## src/rtl/uart_rx.sv

```systemverilog
// ----------------------------------------------------------------------------
// uart_rx - 8N1 UART receiver, LSB first.
//
// Samples an asynchronous serial line at mid-bit, checks the start and stop
// bits and hands each good byte to the consumer on a valid/ready handshake.
// The output register holds one byte; a new byte arriving while it is still
// full (and not being taken that cycle) is dropped and flagged.
//
// Parameters
//   CLK_FREQ      clk frequency in Hz
//   BAUD_RATE     line rate in bit/s
//   CLKS_PER_BIT  clk cycles per bit (>= 8), defaults to CLK_FREQ/BAUD_RATE
//
// Ports
//   clk             in   clock
//   rst             in   synchronous, active-high reset
//   UART_RX         in   asynchronous serial line, idle high
//   rx_data         out  received byte, stable while rx_data_valid is high
//   rx_data_valid   out  byte available
//   rx_data_ready   in   consumer accepts the byte
//   rx_frame_error  out  one-cycle pulse: stop bit sampled low
//   rx_overrun      out  one-cycle pulse: good byte dropped, output full
// ----------------------------------------------------------------------------
module uart_rx #(
    parameter int CLK_FREQ     = 50_000_000,
    parameter int BAUD_RATE    = 115200,
    parameter int CLKS_PER_BIT = CLK_FREQ / BAUD_RATE
) (
    input  logic       clk,
    input  logic       rst,
    input  logic       UART_RX,
    output logic [7:0] rx_data,
    output logic       rx_data_valid,
    input  logic       rx_data_ready,
    output logic       rx_frame_error,
    output logic       rx_overrun
);

    localparam int CW = $clog2(CLKS_PER_BIT);

    // Terminal counts: mid start bit, and one full bit period.
    localparam logic [CW-1:0] HALF_M1 = CW'(CLKS_PER_BIT / 2 - 1);
    localparam logic [CW-1:0] FULL_M1 = CW'(CLKS_PER_BIT - 1);
    localparam logic [CW-1:0] CNT_ONE = CW'(1);

    typedef enum logic [2:0] {
        S_IDLE,
        S_START,
        S_DATA,
        S_STOP,
        S_WAIT_HIGH
    } state_t;

    // ------------------------------------------------------------------------
    // Two-flop synchronizer; both stages reset to the idle (high) level so a
    // reset never looks like a start bit.
    // ------------------------------------------------------------------------
    logic r_sync1;
    logic r_sync2;
    logic w_rx_s;

    always_ff @(posedge clk) begin
        if (rst) begin
            r_sync1 <= 1'b1;
            r_sync2 <= 1'b1;
        end else begin
            r_sync1 <= UART_RX;
            r_sync2 <= r_sync1;
        end
    end

    assign w_rx_s = r_sync2;

    // ------------------------------------------------------------------------
    // Framing FSM
    // ------------------------------------------------------------------------
    state_t          r_state;
    state_t          w_state_next;
    logic [CW-1:0]   r_cnt;
    logic [CW-1:0]   w_cnt_next;
    logic [2:0]      r_bit_idx;
    logic [2:0]      w_bit_idx_next;
    logic [7:0]      r_shift;
    logic [7:0]      w_shift_next;
    logic            w_byte_good;   // stop bit sampled high this cycle
    logic            w_stop_bad;    // stop bit sampled low this cycle

    always_ff @(posedge clk) begin
        if (rst) begin
            r_state   <= S_IDLE;
            r_cnt     <= '0;
            r_bit_idx <= '0;
            r_shift   <= '0;
        end else begin
            r_state   <= w_state_next;
            r_cnt     <= w_cnt_next;
            r_bit_idx <= w_bit_idx_next;
            r_shift   <= w_shift_next;
        end
    end

    always_comb begin
        w_state_next   = r_state;
        w_cnt_next     = r_cnt;
        w_bit_idx_next = r_bit_idx;
        w_shift_next   = r_shift;
        w_byte_good    = 1'b0;
        w_stop_bad     = 1'b0;

        unique case (r_state)
            S_IDLE: begin
                if (!w_rx_s) begin
                    w_cnt_next   = '0;
                    w_state_next = S_START;
                end
            end

            S_START: begin
                if (r_cnt == HALF_M1) begin
                    // Mid start bit: a high level here means the falling
                    // edge was only a glitch.
                    if (!w_rx_s) begin
                        w_cnt_next     = '0;
                        w_bit_idx_next = '0;
                        w_state_next   = S_DATA;
                    end else begin
                        w_state_next = S_IDLE;
                    end
                end else begin
                    w_cnt_next = r_cnt + CNT_ONE;
                end
            end

            S_DATA: begin
                if (r_cnt == FULL_M1) begin
                    w_cnt_next   = '0;
                    w_shift_next = {w_rx_s, r_shift[7:1]};
                    if (r_bit_idx == 3'd7) begin
                        w_state_next = S_STOP;
                    end else begin
                        w_bit_idx_next = r_bit_idx + 3'd1;
                    end
                end else begin
                    w_cnt_next = r_cnt + CNT_ONE;
                end
            end

            S_STOP: begin
                if (r_cnt == FULL_M1) begin
                    w_cnt_next = '0;
                    // Leaving at mid stop bit leaves half a bit of margin to
                    // catch a start bit that follows immediately.
                    if (w_rx_s) begin
                        w_byte_good  = 1'b1;
                        w_state_next = S_IDLE;
                    end else begin
                        w_stop_bad   = 1'b1;
                        w_state_next = S_WAIT_HIGH;
                    end
                end else begin
                    w_cnt_next = r_cnt + CNT_ONE;
                end
            end

            S_WAIT_HIGH: begin
                // A held-low line (break) must not decode as a stream of
                // 0x00 frames, so wait for the line to return high first.
                if (w_rx_s) begin
                    w_state_next = S_IDLE;
                end
            end

            default: begin
                w_state_next = S_IDLE;
            end
        endcase
    end

    // ------------------------------------------------------------------------
    // Output register and status pulses
    // ------------------------------------------------------------------------
    logic [7:0] r_data;
    logic       r_valid;
    logic       r_frame_error;
    logic       r_overrun;
    logic       w_take;      // current byte leaves this cycle
    logic       w_can_load;  // register is free (or freeing) for a new byte

    assign w_take     = r_valid && rx_data_ready;
    assign w_can_load = !r_valid || w_take;

    always_ff @(posedge clk) begin
        if (rst) begin
            r_data        <= 8'h00;
            r_valid       <= 1'b0;
            r_frame_error <= 1'b0;
            r_overrun     <= 1'b0;
        end else begin
            r_frame_error <= w_stop_bad;
            r_overrun     <= w_byte_good && !w_can_load;
            if (w_byte_good && w_can_load) begin
                r_data  <= r_shift;
                r_valid <= 1'b1;
            end else if (w_take) begin
                r_valid <= 1'b0;
            end
        end
    end

    assign rx_data        = r_data;
    assign rx_data_valid  = r_valid;
    assign rx_frame_error = r_frame_error;
    assign rx_overrun     = r_overrun;

endmodule

```

## config.mk

```make
export PLATFORM = sky130hd
export DESIGN_NAME = uart_rx
export DESIGN_NICKNAME = d
export VERILOG_FILES = /design/src/rtl/uart_rx.sv
export SDC_FILE = /design/constraint.sdc
export NUM_CORES = 1
export LEC_CHECK = 0
export ABC_AREA = 1
export BUFFER_PORTS_ARGS = -buffer_cell sky130_fd_sc_hd__buf_2
export CORE_MARGIN = 3
export CORE_UTILIZATION = 40
export DETAILED_ROUTE_END_ITERATION = 8
export PLACE_DENSITY = 0.6
export SETUP_SLACK_MARGIN = 0.5
export SYNTH_ARGS = -nofsm -noshare
export SYNTH_HDL_FRONTEND = slang
export SYNTH_SLANG_ARGS = --single-unit
```

## constraint.sdc

```tcl
create_clock -name clk -period 1.4 [get_ports clk]
set_clock_uncertainty 0.1 [all_clocks]
set_input_delay 0.07 -clock clk [delete_from_list [all_inputs] [get_ports clk]]
set_output_delay 0.07 -clock clk [all_outputs]
set_load 0.05 [all_outputs]
```

# After elaboration in Yosys (flattened, before gate mapping)
# Cells that the tools add are included.
dict set report word_totals {
  romBits 0
  n_memories 0
  ramBits 0
  reg_bits 36
  latchBits 0
  out_inout_bits 11
  inputBits 4
  word_cells 68
}
dict set report classes {
  n_shift 0
  n_reduce_logical 15
  n_div 0
  order_cmp 0
  mux 24
  n_eq_ne 15
  mul 0
  n_addsub 2
  bitwise 2
}
# cell count
set op_table {}
lappend op_table {{$mux 3} 11}
lappend op_table {{$mux 9} 3}
lappend op_table {{$pmux 9 s3} 1}
lappend op_table {{$ne 2x2->1 const B} 8}
lappend op_table {{$pmux 3 s5} 1}
lappend op_table {{$add 9x1->9 const B} 1}
lappend op_table {{$eq 9x8->1 const B} 1}
lappend op_table {{$eq 9x9->1 const B} 1}
lappend op_table {{$eq 3x2->1 const B} 2}
lappend op_table {{$eq 3x3->1 const B} 2}
lappend op_table {{$mux 1} 6}
lappend op_table {{$pmux 3 s2} 1}
lappend op_table {{$reduce_and 6->1} 1}
lappend op_table {{$reduce_and 5->1} 1}
lappend op_table {{$reduce_bool 2->1} 2}
lappend op_table {{$add 3x1->3 const B} 1}
lappend op_table {{$eq 3x1->1 const B} 1}
lappend op_table {{$logic_and 1x1->1} 3}
lappend op_table {{$logic_not 3->1} 1}
lappend op_table {{$reduce_bool 3->1} 1}
lappend op_table {{$reduce_or 3->1} 1}
lappend op_table {{$logic_not 1->1} 2}
lappend op_table {{$mux 2} 1}
lappend op_table {{$not 1->1} 2}
lappend op_table {{other kinds (3)} 3}

# Logic depth before layout (Yosys ltp)
dict set report logic_depth {
  depth_word 5
  mapped_depth 12
  depth_no_buf 12
}

# Worst setup path before layout
# OpenSTA, ideal clock, no wires.
dict set report synth_timing {
  path_kind {reg-to-reg}
  start {reg r_cnt[0]}
  end {reg r_cnt[6]}
  path_buffers 1
  stages_incl_launch_ff 12
  arrival_time_ps 1332
  slack_ps -146
  t_required_ps 1185
  setup_ps 115
  synth_period_minus_slack_ps 1546
  cell_sequence {dfxtp_1 > ha_1 > nand2_1 > nor2_2 > nand2_4 > nand2_2 > nand2_1 > buf_4 > nand2_1 > nand2_1 > nand2_1 > nor2_1}
}
dict set report synth_between {
  elab_chain_cells 3
  word_cells_on_any_way 6
  cone_classes {1 x add/sub; 2 x eq/ne; 3 x mux}
}
# item line_no
set synth_lines {}
lappend synth_lines {{start, declared} 79} ;# logic [CW-1:0] r_cnt;
lappend synth_lines {{start signal, assigned} 96} ;# r_cnt <= w_cnt_next;
lappend synth_lines {{$add 9x1->9, or another cell as far along} {130, 144, 161}}
lappend synth_lines {{$mux 9, on equally long branches} {135, 149, 119}}
lappend synth_lines {{$pmux 9 s3 (*)} 110} ;# unique case (r_state)
# Every way passes the cells marked *; elsewhere a longest branch is shown, timed or not.
# A chain may end at the register's enable or synchronous reset.

# Worst setup path after layout
dict set report layout_timing {
  start {reg r_cnt[1]}
  end {reg r_data[3], in the netlist rx_data[3]}
}
dict set report layout_between {
  elab_chain_cells 4
}
# item line_no
set layout_lines {}
lappend layout_lines {{$eq 9x9->1} 149} ;# if (r_cnt == FULL_M1) begin
lappend layout_lines {{$mux 1} 149}
lappend layout_lines {{$mux 1} 110}
lappend layout_lines {{$logic_and 1x1->1} 201} ;# if (w_byte_good && w_can_load) begin
lappend layout_lines {{end signal, assigned} 202} ;# r_data <= r_shift;
lappend layout_lines {{end, declared} 182} ;# logic [7:0] r_data;
# Every way passes these cells.

==> impl_metrics.tcl <==
set metrics [dict create \
    die_y_microns 73.3 \
    drt-total-wl_mm 4.74 \
    worst_slack_ns -0.161 \
    via_per_inst 4.90 \
    area_growth_pct 53.8 \
    tritoncts "done" \
    crit_arrival_ns 1.69 \
    synthCells 252 \
    grt_pass1_wl_mm 7.96 \
    antenna_cells 0 \
    power.share.sequential 0.308 \
    ff2ff_path_depth 9 \
    cts_buffers 5 \
    r2r_end "rx_data[3]" \
    p_leak_nw 1.15 \
    fin_crit_ns 1.56 \
    chipWidth_microns 73.3 \
    ys.warnings.count 0 \
    grt_setup_unrepaired "yes" \
    cts_buffer_depth 2 \
    reg2reg_slack_ns -0.16 \
    worst_ir_drop_vdd_v 0.000762 \
    antenna_left 0 \
    combPwrFrac 0.467 \
    drive_gt1_frac 0.505 \
    max_freq_ghz 0.641 \
    final.period_utilization 1.11 \
    core_area_sq_mm 0.00417 \
    synth_area_sq_mm 0.00181 \
    grt_pass1_vias 1734 \
    firstDrtPassIters 4 \
    ys_seq_area_frac 0.398 \
    p_clk_frac 0.225 \
    cellPowerDensity_mw_per_mm2 1490 \
    relSlewSlack 0.760 \
    hold_path.class "input pin to flip-flop" \
    worstPathRequired_ns 1.53 \
    violations "negative setup slack" \
    drt_drc_violations_left 0 \
    start_util 0.434 \
    start_kind "flip-flop" \
    worstSkewPairLatency_ns 0.29 \
    grt_antenna_before_repair 0 \
    setup_viol 30 \
    grtUsageTotal 0.190 \
    hold_viol 0 \
    crit_type "flip-flop to flip-flop" \
    worst-path-buf-inv 1 \
    crit_path_end "rx_data[3]" \
    cts.htree.levels 2 \
    yosys.area.top_type "dfxtp_1" \
    cap_violations 0 \
    slowest_stage "dfxtp_2" \
    path_depth 9 \
    path_cells "inv_4 > ha_4 > nand2_4 > nor2_4 > nand2_4 > nor2_4 > nand2_4 > a21oi_2 > o21a_1" \
    rows 23 \
    yosysTopAreaCellShare 0.398 \
    ys_seq_elements 36 \
    crit_family "simple AND/OR/NAND/NOR gates" \
    die-area_sq_mm 0.00538 \
    vias 1780 \
    overflow 0 \
    clk_pin_slew_ns 0.08 \
    wl_per_cell_microns 13.1 \
    cts.sinks 36 \
    status "finished with violations" \
    total_power_w 0.00414 \
    p_sw_w 0.00162 \
    tightestPinTransition_ns 0.358 \
    startpoint "r_cnt[1]" \
    nets 321 \
    tns_ns -2.50 \
    numPortBuffers 14 \
    synth.distinct_cells 32 \
    place_hpwl_mm 3.04 \
    drtIter0Drc 77 \
    grt_max_degree 19 \
    synth_area_leaders "dfxtp_1, nand2_1, inv_1, a21oi_1, nand3_1" \
    crit-reg2reg-launch "r_cnt[1]" \
    crit_top_cell "nand2_4" \
    critPathMaxFanout 8 \
    gp_congestion 0.896 \
    p_sw_frac 0.391 \
    nFillCells 332 \
    max_stage_delay_ns 0.34 \
    cp-end-kind "flip-flop" \
    slew_violations 0 \
    pin_count 15 \
    synth_nets 261 \
    power.internal_w 0.00252 \
    avgSynthCellArea_sq_um 7.19 \
    place_ws_ns -0.158 \
    cts-root-buf "clkbuf_8" \
]
==> Yosys cell counts <==
cell type and instances:
a211oi_1 1, a21oi_1 24, a21oi_2 2, a31oi_1 1, buf_2 2, buf_4 1
buf_6 1, clkbuf_1 2, clkbuf_4 1, dfxtp_1 36, ha_1 5, inv_1 39
inv_2 3, nand2_1 50, nand2_2 5, nand2_4 3, nand3_1 21, nand3_2 1
nand3b_1 1, nand4_1 3, nor2_1 18, nor2_2 2, nor2_4 3, nor3_1 1
nor3_2 1, nor4_1 1, o21a_1 8, o21ai_0 9, o21ai_1 3, o22ai_1 1
or2_2 2, xor2_1 1
==> layer usage <==
metal	track usage	wire length, microns	up-vias
li1	-	-	933
met1	0.248	2210	830
met2	0.316	2390	12
met3	0.0410	96	5
met4	0.0503	44	0
met5	0	0	-
==> power groups by stage <==
stage | logic, W | registers [W] | clock network, W
final | 0.00193 | 0.00128 | 0.000932
after detailed placement | 0.00158 | 0.00127 | 0
after global routing | 0.00214 | 0.00129 | 0.00100
after global placement | 0.00157 | 0.00127 | 0
after floorplan | 0.00100 | 0.00127 | 0
after CTS | 0.00176 | 0.00125 | 0.000963
==> logic make-up after synthesis <==
kind of cell	Yosys count	synth area share
AND/OR/NAND/NOR	112	0.299
AO/OA/AOI/OAI	49	0.153
flip-flops	36	0.398
buffers and inverters	49	0.111
adder cells (fa/ha/maj)	5	0.0345
XOR/XNOR	1	0.00483
==> metrics by stage <==
| stage | std cells | hold slack (ns) | utilization | instance area (sq um) |
|---|---|---|---|---|
| 4_1_cts | 360 | 0.0173 | 0.627 | 2620 |
| 6_report | 363 | 0.0102 | 0.668 | 2790 |
| 3_3_place_gp | 348 | 0.159 | 0.550 | 2290 |
| 5_1_grt | 363 | 0.0535 | 0.668 | 2790 |
| 2_1_floorplan | 252 | 0.0738 | - | 1920 |
| 3_5_place_dp | 348 | 0.157 | 0.550 | 2290 |
==> state kept, by name, summed over array words and instances, names as in the netlist <==
register and flops:
r_cnt 9, r_shift 8, rx_data 8, r_bit_idx 3, r_state 3, r_sync1 1, r_sync2 1, rx_data_valid 1
rx_frame_error 1, rx_overrun 1
==> area by class of cell <==
class | instances | area (sq um) | area share
multi-input combinational | 169 | 1170 | 0.421
inverter | 42 | 163 | 0.0583
tap | 50 | 62.6 | 0.0224
timing repair buffer | 58 | 527 | 0.189
sequential | 36 | 751 | 0.269
clock buffer | 5 | 68.8 | 0.0247
clock inverter | 3 | 41.3 | 0.0148
==> how the worst min path moves through the flow <==
stage / startpoint / endpoint / slack, ns / cells after the start
final: rst / r_state[2] / 0.01 / 4
after floorplan: UART_RX / r_sync1 / 0.07 / 1
after global routing: rst / r_state[2] / 0.05 / 4
after global placement: UART_RX / r_sync1 / 0.16 / 2
after CTS: rst / r_state[2] / 0.02 / 4
after detailed placement: UART_RX / r_sync1 / 0.16 / 2
==> layout by cell type, fill, tap and decap left out, types with 5 or more instances in the layout <==
cell type / count
inv_1: 34
nand2_1: 38
nor2_1: 14
dfxtp_1: 16
nand3_2: 5
dfxtp_2: 18
buf_8: 11
nand2_4: 10
nand3_1: 15
nand2_2: 11
o21a_1: 8
buf_4: 40
a21oi_1: 10
a21oi_2: 16
o21ai_1: 9
inv_2: 6
clkbuf_8: 5
nor2_4: 6
==> worst register-to-register path: cells and delay by family (launching register included) <==
family	cells	cell delay, ns
and+or+nand+nor	5	0.54
DFF	1	0.34
adders and majority gates	1	0.15
AOI/OAI and AO/OA	2	0.29
buffers and inverters	1	0.07
==> repair_timing <==
action | 4_1_cts | 5_1_grt
hold endpoints to repair | 1 | 0
resized for setup | 59 | 37
hold buffers | 1 | 0
cloned | 2 | 0
pin swaps | 14 | 14
setup endpoints to repair | 45 | 46
buffers inserted | 1 | 3
No activity file was read; power rests on OpenSTA's default activity.
